<file path="src/rtl/serial_word_receiver_if.sv">
// ============================================================================
// serial_word_receiver_if : serial bit link plus parallel valid/ready word port
// Revision 1.0
// ============================================================================
`default_nettype none

interface serial_word_receiver_if #(
  parameter int WIDTH = 8
);
  logic             s_din;
  logic             s_bit_en;
  logic             s_sof;
  logic [WIDTH-1:0] p_dout;
  logic             p_valid;
  logic             p_ready;

  // master: serial source and parallel consumer; slave: the receiver itself
  modport master (
    output s_din, s_bit_en, s_sof, p_ready,
    input  p_dout, p_valid
  );

  modport slave (
    input  s_din, s_bit_en, s_sof, p_ready,
    output p_dout, p_valid
  );
endinterface

`default_nettype wire

</file>
<file path="src/rtl/serial_word_receiver.sv">
// ============================================================================
// serial_word_receiver : assembles framed serial bits into WIDTH-bit words
// Revision 1.0
// ============================================================================
`default_nettype none

module serial_word_receiver #(
  parameter int WIDTH     = 8,
  parameter bit MSB_FIRST = 1'b1
) (
  input  wire logic                         clk,
  input  wire logic                         rst_n,
  input  wire logic                         clr,
  serial_word_receiver_if.slave             link,
  output logic                              busy,
  output logic [$clog2(WIDTH+1)-1:0]        bit_cnt,
  output logic                              overrun,
  output logic                              frame_err
);

  localparam int CNT_W = $clog2(WIDTH+1);

  typedef enum logic [0:0] {
    IDLE = 1'b0,
    RECV = 1'b1
  } state_t;

  state_t             state;
  logic [WIDTH-1:0]   sr;
  logic [WIDTH-1:0]   w_shifted;
  logic [WIDTH-1:0]   w_first;
  logic               w_accept;
  logic               w_last_bit;

  // First bit is shifted into an all-zero register so both orders land correctly
  generate
    if (MSB_FIRST) begin : g_msb_first
      assign w_shifted = {sr[WIDTH-2:0], link.s_din};
      assign w_first   = {{(WIDTH-1){1'b0}}, link.s_din};
    end else begin : g_lsb_first
      assign w_shifted = {link.s_din, sr[WIDTH-1:1]};
      assign w_first   = {link.s_din, {(WIDTH-1){1'b0}}};
    end
  endgenerate

  assign w_accept   = link.p_valid & link.p_ready;
  assign w_last_bit = (bit_cnt == CNT_W'(WIDTH-1));

  always_ff @(posedge clk or negedge rst_n) begin
    if (!rst_n) begin
      state        <= IDLE;
      sr           <= '0;
      bit_cnt      <= '0;
      busy         <= 1'b0;
      overrun      <= 1'b0;
      frame_err    <= 1'b0;
      link.p_dout  <= '0;
      link.p_valid <= 1'b0;
    end else if (clr) begin
      state        <= IDLE;
      bit_cnt      <= '0;
      busy         <= 1'b0;
      overrun      <= 1'b0;
      frame_err    <= 1'b0;
      link.p_valid <= 1'b0;
    end else begin
      if (w_accept)
        link.p_valid <= 1'b0;

      case (state)
        IDLE: begin
          if (link.s_bit_en && link.s_sof) begin
            sr      <= w_first;
            bit_cnt <= CNT_W'(1);
            busy    <= 1'b1;
            state   <= RECV;
          end
        end
        RECV: begin
          if (link.s_bit_en) begin
            if (link.s_sof) begin
              frame_err <= 1'b1;
              sr        <= w_first;
              bit_cnt   <= CNT_W'(1);
            end else if (w_last_bit) begin
              sr      <= w_shifted;
              bit_cnt <= '0;
              busy    <= 1'b0;
              state   <= IDLE;
              // A completed word only replaces the holding register if it is free this cycle
              if (!link.p_valid || w_accept) begin
                link.p_dout  <= w_shifted;
                link.p_valid <= 1'b1;
              end else begin
                overrun <= 1'b1;
              end
            end else begin
              sr      <= w_shifted;
              bit_cnt <= bit_cnt + CNT_W'(1);
            end
          end
        end
        default: state <= IDLE;
      endcase
    end
  end

endmodule

`default_nettype wire
</file>
<file path="src/flat_wrapper.sv">
// flat-port wrapper written by rule: the top's interface ports become plain ports
module serial_word_receiver_flat 
#(
  parameter int WIDTH     = 8,
  parameter bit MSB_FIRST = 1'b1
)
  (clk, rst_n, clr, busy, bit_cnt, overrun, frame_err, link_s_din, link_s_bit_en, link_s_sof, link_p_ready, link_p_dout, link_p_valid);
  serial_word_receiver_if #(.WIDTH(WIDTH)) link_i ();
  input  wire logic clk;
  input  wire logic rst_n;
  input  wire logic clr;
  output logic busy;
  output logic [$clog2(WIDTH+1)-1:0] bit_cnt;
  output logic overrun;
  output logic frame_err;
  input wire logic [$bits(link_i.s_din)-1:0] link_s_din;
  input wire logic [$bits(link_i.s_bit_en)-1:0] link_s_bit_en;
  input wire logic [$bits(link_i.s_sof)-1:0] link_s_sof;
  input wire logic [$bits(link_i.p_ready)-1:0] link_p_ready;
  output wire logic [$bits(link_i.p_dout)-1:0] link_p_dout;
  output wire logic [$bits(link_i.p_valid)-1:0] link_p_valid;
  assign link_i.s_din = link_s_din;
  assign link_i.s_bit_en = link_s_bit_en;
  assign link_i.s_sof = link_s_sof;
  assign link_i.p_ready = link_p_ready;
  assign link_p_dout = link_i.p_dout;
  assign link_p_valid = link_i.p_valid;
  serial_word_receiver #(.WIDTH(WIDTH), .MSB_FIRST(MSB_FIRST)) u_core (.clk(clk), .rst_n(rst_n), .clr(clr), .link(link_i), .busy(busy), .bit_cnt(bit_cnt), .overrun(overrun), .frame_err(frame_err));
endmodule
</file>
<file path="config.mk">
export PLATFORM = sky130hd
export DESIGN_NAME = serial_word_receiver_flat
export DESIGN_NICKNAME = d
export VERILOG_FILES = /design/src/rtl/serial_word_receiver_if.sv /design/src/rtl/serial_word_receiver.sv /design/src/flat_wrapper.sv
export SDC_FILE = /design/constraint.sdc
export NUM_CORES = 1
export LEC_CHECK = 0
export ABC_CLOCK_PERIOD_IN_PS = 1600
export CAP_MARGIN = 20
export CORE_ASPECT_RATIO = 0.9
export CORE_MARGIN = 2
export CORE_UTILIZATION = 30
export DETAILED_ROUTE_END_ITERATION = 8
export SETUP_SLACK_MARGIN = 0.1
export SYNTH_ARGS = -nofsm -noshare
export SYNTH_HDL_FRONTEND = slang
export SYNTH_SLANG_ARGS = --single-unit
</file>
<file path="constraint.sdc">
create_clock -name clk -period 1.6 [get_ports clk]
set_input_delay 0.32 -clock clk [delete_from_list [all_inputs] [get_ports clk]]
set_output_delay 0.32 -clock clk [all_outputs]
set_load 0.01 [all_outputs]
</file>
==> flow_summary.toml, run 1 <==
[grt]
grt.busiest_layer = "met2"
grt_pass1_wl_um = 4490
grt_usage_pct = 13.8
grt_max_degree = 25
met3_usage_pct = 1.08
grt_overflow = 0
antenna_found_initial = 0
global_route.usage.met1_pct = 19.3
grt_use_met2_pct = 22.1
grt_pass1_vias = 961

[synth]
ys_ff_latch = 24
synth_xor_area_share_pct = 0
seq_area_frac_synth_pct = 52.9
syn_nets = 117
synthFlopType = "dfrtp_1"
synth-simple-area-share_pct = 15.7
synth_most_common_cell = "dfrtp_1"
synth_edf_count = 0
netlist_instances = 109
synth.area.top_cells = "dfrtp_1 53%, mux2_2 7.9%, nand2_1 5.6%, o21ai_0 5.3%, a2bb2oi_1 4.6%"
synth_top_family_by_area = "compound AO/OA/AOI/OAI gates"
netlist_area_mm2 = 0.00114
synth.top_cell.area_share_pct = 52.9
muxShareOfSynthArea_pct = 7.93
async_reset_ff_share_pct = 100
synth.avg_cell_area_um2 = 10.4
synth_common_cells = "24 x dfrtp_1, 17 x nand2_1, 12 x o21ai_0"
synth-adder-area-share_pct = 1.10
yosysWarnings = 0
synth_compound_area_share_pct = 18.0
yosysTopAreaCell = "dfrtp_1"
synth.distinct_cells = 29

[finish]
drive_gt1_share_pct = 22.5
antennaDiodeCount = 0
fin_nets = 151
final_cell_area_mm2 = 0.00163
syn2layout_area_growth_pct = 43.6
fill_cells = 369

[cts]
cts.sinks = 24
cts_root_buf = "clkbuf_8"
numCtsBuffers = 3
insertion_delay_ns = 0.27
path_clk_slew_ns = 0.09
cts_max_path_buffers = 2
h-tree-depth = 1
cts_tree = "done"

[sta]
final.period_utilization_pct = 104
tightest_slew_ns = 0.368
tns_ns = -0.465
layout_min_cycle_time_ns = 1.67
final-hold-violation-count = 0
rsz0062_at_grt = "true"
maxSlewHeadroom_pct = 75.4
setup_violations = 8
finalWorstSetupSlack_ns = -0.0683
slew_violations = 0
clock.fmax_mhz = 599
clock_skew_ns = 0.00718

[place]
placement.io_buffers = 22
dp.final_hpwl_um = 1810
place_congestion = 0.726
pre_cts_ws_ns = -0.350
post_dp_cell_area_mm2 = 0.00150

[floorplanning]
die-area_mm2 = 0.00430
core.rowCount = 21
fp.dieH_um = 62.4
core_mm2 = 0.00368
fp.dieW_um = 68.9
start_util_pct = 30.9
io_pins = 23

[worst_setup_path]
crit_path_max_incr_delay_ns = 0.44
critPathKind = "in2reg"
worstRegToRegCells = 5
endpoint = "u_core.link.p_dout[2]"
crit_path_end_kind = "flip-flop"
crit_fanout = 8
reg2reg_slack_ns = -0.05
arrival_ns = 1.82
crit_buf_inv = 2
path_delay_family = "buffers and inverters"
slowest_stage = "clkdlybuf4s50_1"
startpoint = "link_s_sof"
cp-start-kind = "input pin"
cp_data_required_time_ns = 1.75
crit_cells = 5
cp_cell_sequence = "clkdlybuf4s50_1 > and4bb_2 > nor4b_4 > buf_6 > mux2_4"
reg2reg_to = "u_core.link.p_dout[2]"
rr_startpoint = "u_core.bit_cnt[0]"

[run_status]
violations = "negative setup slack"
status = "finished with violations"

[detailed_routing]
antenna_left = 0
vias = 934
first_pass_iters = 4
drtIter0Drc = 46
wl_um = 2640
drc = 0
wire_per_inst_um = 14.0
viasPerCell = 4.97

[pwr]
p_total_mw = 1.44
p_leak_nw = 0.882
ir_drop_mv = 0.266
p_per_area_mw_per_mm2 = 885

[min_path]
min_path_type = "in2async"

[run]
drv_cap = 0
state kept, by name, indices dropped and copies added (netlist names):
register,cells
u_core.link.p_dout,8
u_core.sr,7
u_core.bit_cnt,4
u_core.busy,1
u_core.frame_err,1
u_core.link.p_valid,1
u_core.overrun,1
u_core.state,1
area by class of cell:
class / instances / area (um2) / area share, %
clock buffers: 3 / 41.3 / 2.53
clock inverters: 1 / 30.0 / 1.84
well taps: 46 / 57.6 / 3.53
inverters: 6 / 22.5 / 1.38
multi-input cells: 73 / 533 / 32.7
flip-flops and latches: 24 / 601 / 36.8
repair buffers: 35 / 347 / 21.2
stage by stage:
stage          std cells  hold slack (ns)  util, %
6_report             188            0.404     44.4
5_1_grt              188            0.431     44.4
4_1_cts              188            0.414     43.4
3_5_place_dp         184            0.497     40.7
3_3_place_gp         184            0.479     40.7
2_1_floorplan        109           0.0244        -
timing repair:
item / in CTS / in global routing
pin swaps: 2 / 2
endpoints found under the setup margin: 16 / 18
hold buffers: 0 / 0
buffers inserted: 0 / 0
gates resized for setup: 20 / 12
per-layer routing:
metal  up-vias  wire [um]
met5         -          0
met4         0         27
met3         2         59
met2         9       1280
met1       467       1280
li1        456          -
cells in the final DEF, fill, tap and decap left out, types with 2 or more instances in the layout:
cell             instances
nand2_1                 16
dlymetal6s2s_1           8
buf_6                    2
nor2b_1                  2
nor2_1                   4
buf_4                   10
clkdlybuf4s50_1          5
clkbuf_8                 3
dlygate4sd2_1            9
a31oi_1                  3
mux2_4                   8
dfrtp_1                 24
o21ai_0                 12
a21oi_1                  4
inv_1                    6
a2bb2oi_1                6
report_power, final:
part           internal [mW]  switching, mW
clock network          0.334          0.197
registers              0.664         0.0555
logic                 0.0925          0.100
total                   1.09          0.353
worst reg2reg max path: cells and delay by family, from the launching register on:
kind          cells  cell delay, ns
buf+inv           1            0.20
fa+ha+maj         1            0.19
mux               1            0.31
simple gates      2            0.46
flops             1            0.37
kinds of logic (layout without fill, tap and decap cells):
logic type | after synthesis | after routing
adder cells (fa/ha/maj) | 1 | 1
flip-flops | 24 | 24
buffers and inverters | 12 | 45
AND/OR/NAND/NOR | 32 | 32
AO/OA/AOI/OAI | 32 | 32
multiplexers | 8 | 8
how the worst min path moves through the flow:
stage | slack [ns] | depth (start not counted) | end | startpoint
2_1_floorplan | 0.02 | 0 | u_core.bit_cnt[0] | rst_n
3_3_place_gp | 0.48 | 2 | u_core.sr[6] | u_core.sr[6]
6_report | 0.40 | 2 | u_core.sr[4] | rst_n
4_1_cts | 0.41 | 2 | u_core.link.p_dout[5] | rst_n
3_5_place_dp | 0.50 | 1 | u_core.link.p_dout[6] | u_core.link.p_dout[6]
5_1_grt | 0.43 | 2 | u_core.sr[3] | rst_n
(Power assumes the default switching activity.)
==> run 2, diff against run 1 <==
- CTS_CLUSTER_DIAMETER: not set -> 80
==> results of run 2 <==
Same layout as run 1: the final DEF is identical, and so are final timing and power.
==> run 3, diff against run 2 <==
- CORE_MARGIN: 2 -> 5
==> run 3 against run 2 <==
The flow still finishes with violations (negative setup slack). Global-route usage fell by 2.7 points. Wire length rose by 0.27%. Maximum frequency barely moved. Cell area fell by 1.1%. Clock skew fell by 0.0017 ns. Count of clock-buffer cells in the layout did not move. Final cell count rose by 0.53%. Hold slack got worse by 0.013 ns. Via count rose by 1.5%. Non-clock buffer count rose by 1. Critical path type is now reg2reg. Critical endpoint unchanged.
==> flow_summary.toml, run 3 (synthesis gave the netlist of run 1 again) <==
[run_status]
status = "finished with violations"
violations = "negative setup slack"

[sta]
clock_skew_ns = 0.00545
tightest_slew_ns = 0.346
setup_violations = 8
finalWorstSetupSlack_ns = -0.0672
layout_min_cycle_time_ns = 1.67
rsz0062_at_grt = "true"
maxSlewHeadroom_pct = 76.9
tns_ns = -0.471
final-hold-violation-count = 0
slew_violations = 0
clock.fmax_mhz = 600
final.period_utilization_pct = 104

[finish]
syn2layout_area_growth_pct = 42.0
drive_gt1_share_pct = 22.4
fin_nets = 152
largest-register = "u_core.link.p_dout"
largest_reg_flops = 8
stdcell_count = 189
final_cell_mix = "24 x dfrtp_1, 16 x nand2_1, 13 x dlygate4sd2_1"
final_util_pct = 43.8
antennaDiodeCount = 0
mostFrequentLayoutCell = "dfrtp_1"
fill_cells = 364
reg_top3 = "u_core.link.p_dout x8, u_core.sr x7, u_core.bit_cnt x4"

[detailed_routing]
antenna_left = 0
drc = 0
wl_um = 2640
wire_per_inst_um = 14.0
drtIter0Drc = 49
first_pass_iters = 4
vias = 948
viasPerCell = 5.02

[pwr]
ir_drop_mv = 0.328
p_leak_nw = 0.814
p_per_area_mw_per_mm2 = 900

[worst_setup_path]
cp-start-kind = "flip-flop"
reg2reg_slack_ns = -0.07
crit_path_max_incr_delay_ns = 0.39
cp_data_required_time_ns = 1.76
arrival_ns = 1.83
crit_fanout = 8
cp_cell_sequence = "ha_2 > and4bb_2 > nor4b_4 > buf_6 > mux2_4"
slowest_stage = "dfrtp_1"
crit_path_end_kind = "flip-flop"
critPathKind = "reg2reg"

[grt]
grt_overflow = 0
grt_pass1_wl_um = 4280
grt_pass1_vias = 907
grt_max_degree = 25
antenna_found_initial = 0
grt_usage_pct = 11.1

[cts]
cts_max_path_buffers = 2
cts_tree = "done"
h-tree-depth = 1
cts_root_buf = "clkbuf_8"
insertion_delay_ns = 0.27
cts.sinks = 24
numCtsBuffers = 3
hold_buffers = 0
path_clk_slew_ns = 0.09

[place]
placedCellCount = 184
place_congestion = 0.809
dp.final_hpwl_um = 1780
placement.io_buffers = 22

[run]
drv_cap = 0

[floorplanning]
fp.dieH_um = 68.4
io_pins = 23
core.rowCount = 21
core_mm2 = 0.00368
fp.dieW_um = 74.9
start_util_pct = 30.9
die-area_mm2 = 0.00512

[min_path]
min_path_type = "in2async"
==> run 3: cell types whose count changed in the layout (fill, tap and decap cells not counted), sizes merged <==
cell | previous run | this run
buf | 13 | 14
dlygate4sd2 | 9 | 13
clkdlybuf4s50 | 5 | 6
dlymetal6s2s | 8 | 3
==> run 3: cell type report <==
cell class | instances | area, um2 | area share, %
clock buffers | 3 | 41.3 | 2.56
clock inverters | 1 | 30.0 | 1.86
inverters | 6 | 22.5 | 1.40
multi-input cells | 73 | 528 | 32.7
flip-flops and latches | 24 | 601 | 37.2
well taps | 46 | 57.6 | 3.57
repair buffers | 36 | 333 | 20.6
==> run 3: final timing paths <==
| check | start | end | cells past startpoint |
|---|---|---|---|
| worst max register to register | u_core.bit_cnt[0] | u_core.link.p_dout[2] | 5 |
| worst min register to register | u_core.overrun | u_core.overrun | 2 |
| min in group clk | u_core.overrun | u_core.overrun | 2 |
| max in group asynchronous | rst_n | u_core.bit_cnt[2] | 2 |
| worst max-delay path | u_core.bit_cnt[0] | u_core.link.p_dout[2] | 5 |
| worst min-delay path | rst_n | u_core.sr[1] | 2 |
==> run 3: repair_timing <==
item / CTS / global route
setup endpoints to repair: 19 / 13
cloned: 0 / 0
hold endpoints to repair: 0 / 0
pin swaps: 3 / 3
setup buffers: 1 / 0
resized for setup: 25 / 5
==> run 3: report_power, final <==
| part | total (mW) | internal (mW) | switching [mW] |
|---|---|---|---|
| combinational | 0.189 | 0.0925 | 0.0969 |
| sequential | 0.719 | 0.664 | 0.0549 |
| clock | 0.543 | 0.335 | 0.208 |
| total | 1.45 | 1.09 | 0.360 |
==> run 3: layer usage <==
layer | GRT usage, % | wire length, um | vias to the layer above
met4 | 6.67 | 87 | 0
met5 | 0 | 0 | -
met3 | 1.32 | 85 | 7
met2 | 17.9 | 1260 | 20
li1 | - | - | 459
met1 | 14.1 | 1210 | 462
==> run 3: per-stage QoR <==
| step | hold WS, ns | instance area (um2) | worst slack (ns) | total power, mW |
|---|---|---|---|---|
| after CTS | 0.405 | 1600 | -0.0572 | 1.47 |
| after global placement | 0.481 | 1500 | -0.330 | 0.911 |
| after floorplan | 0.0244 | 1140 | -0.163 | 0.829 |
| final | 0.391 | 1610 | -0.0672 | 1.45 |
| after detailed placement | 0.498 | 1500 | -0.344 | 0.919 |
| after global routing | 0.426 | 1610 | -0.116 | 1.53 |
==> run 3: worst max-delay path, delay by kind of cell, from the launching register on <==
family / cells / cell delay [ns]
adder cells (fa/ha/maj): 1 / 0.20
buffers and inverters: 1 / 0.20
multiplexers: 1 / 0.31
AND/OR/NAND/NOR: 2 / 0.47
flip-flops: 1 / 0.39
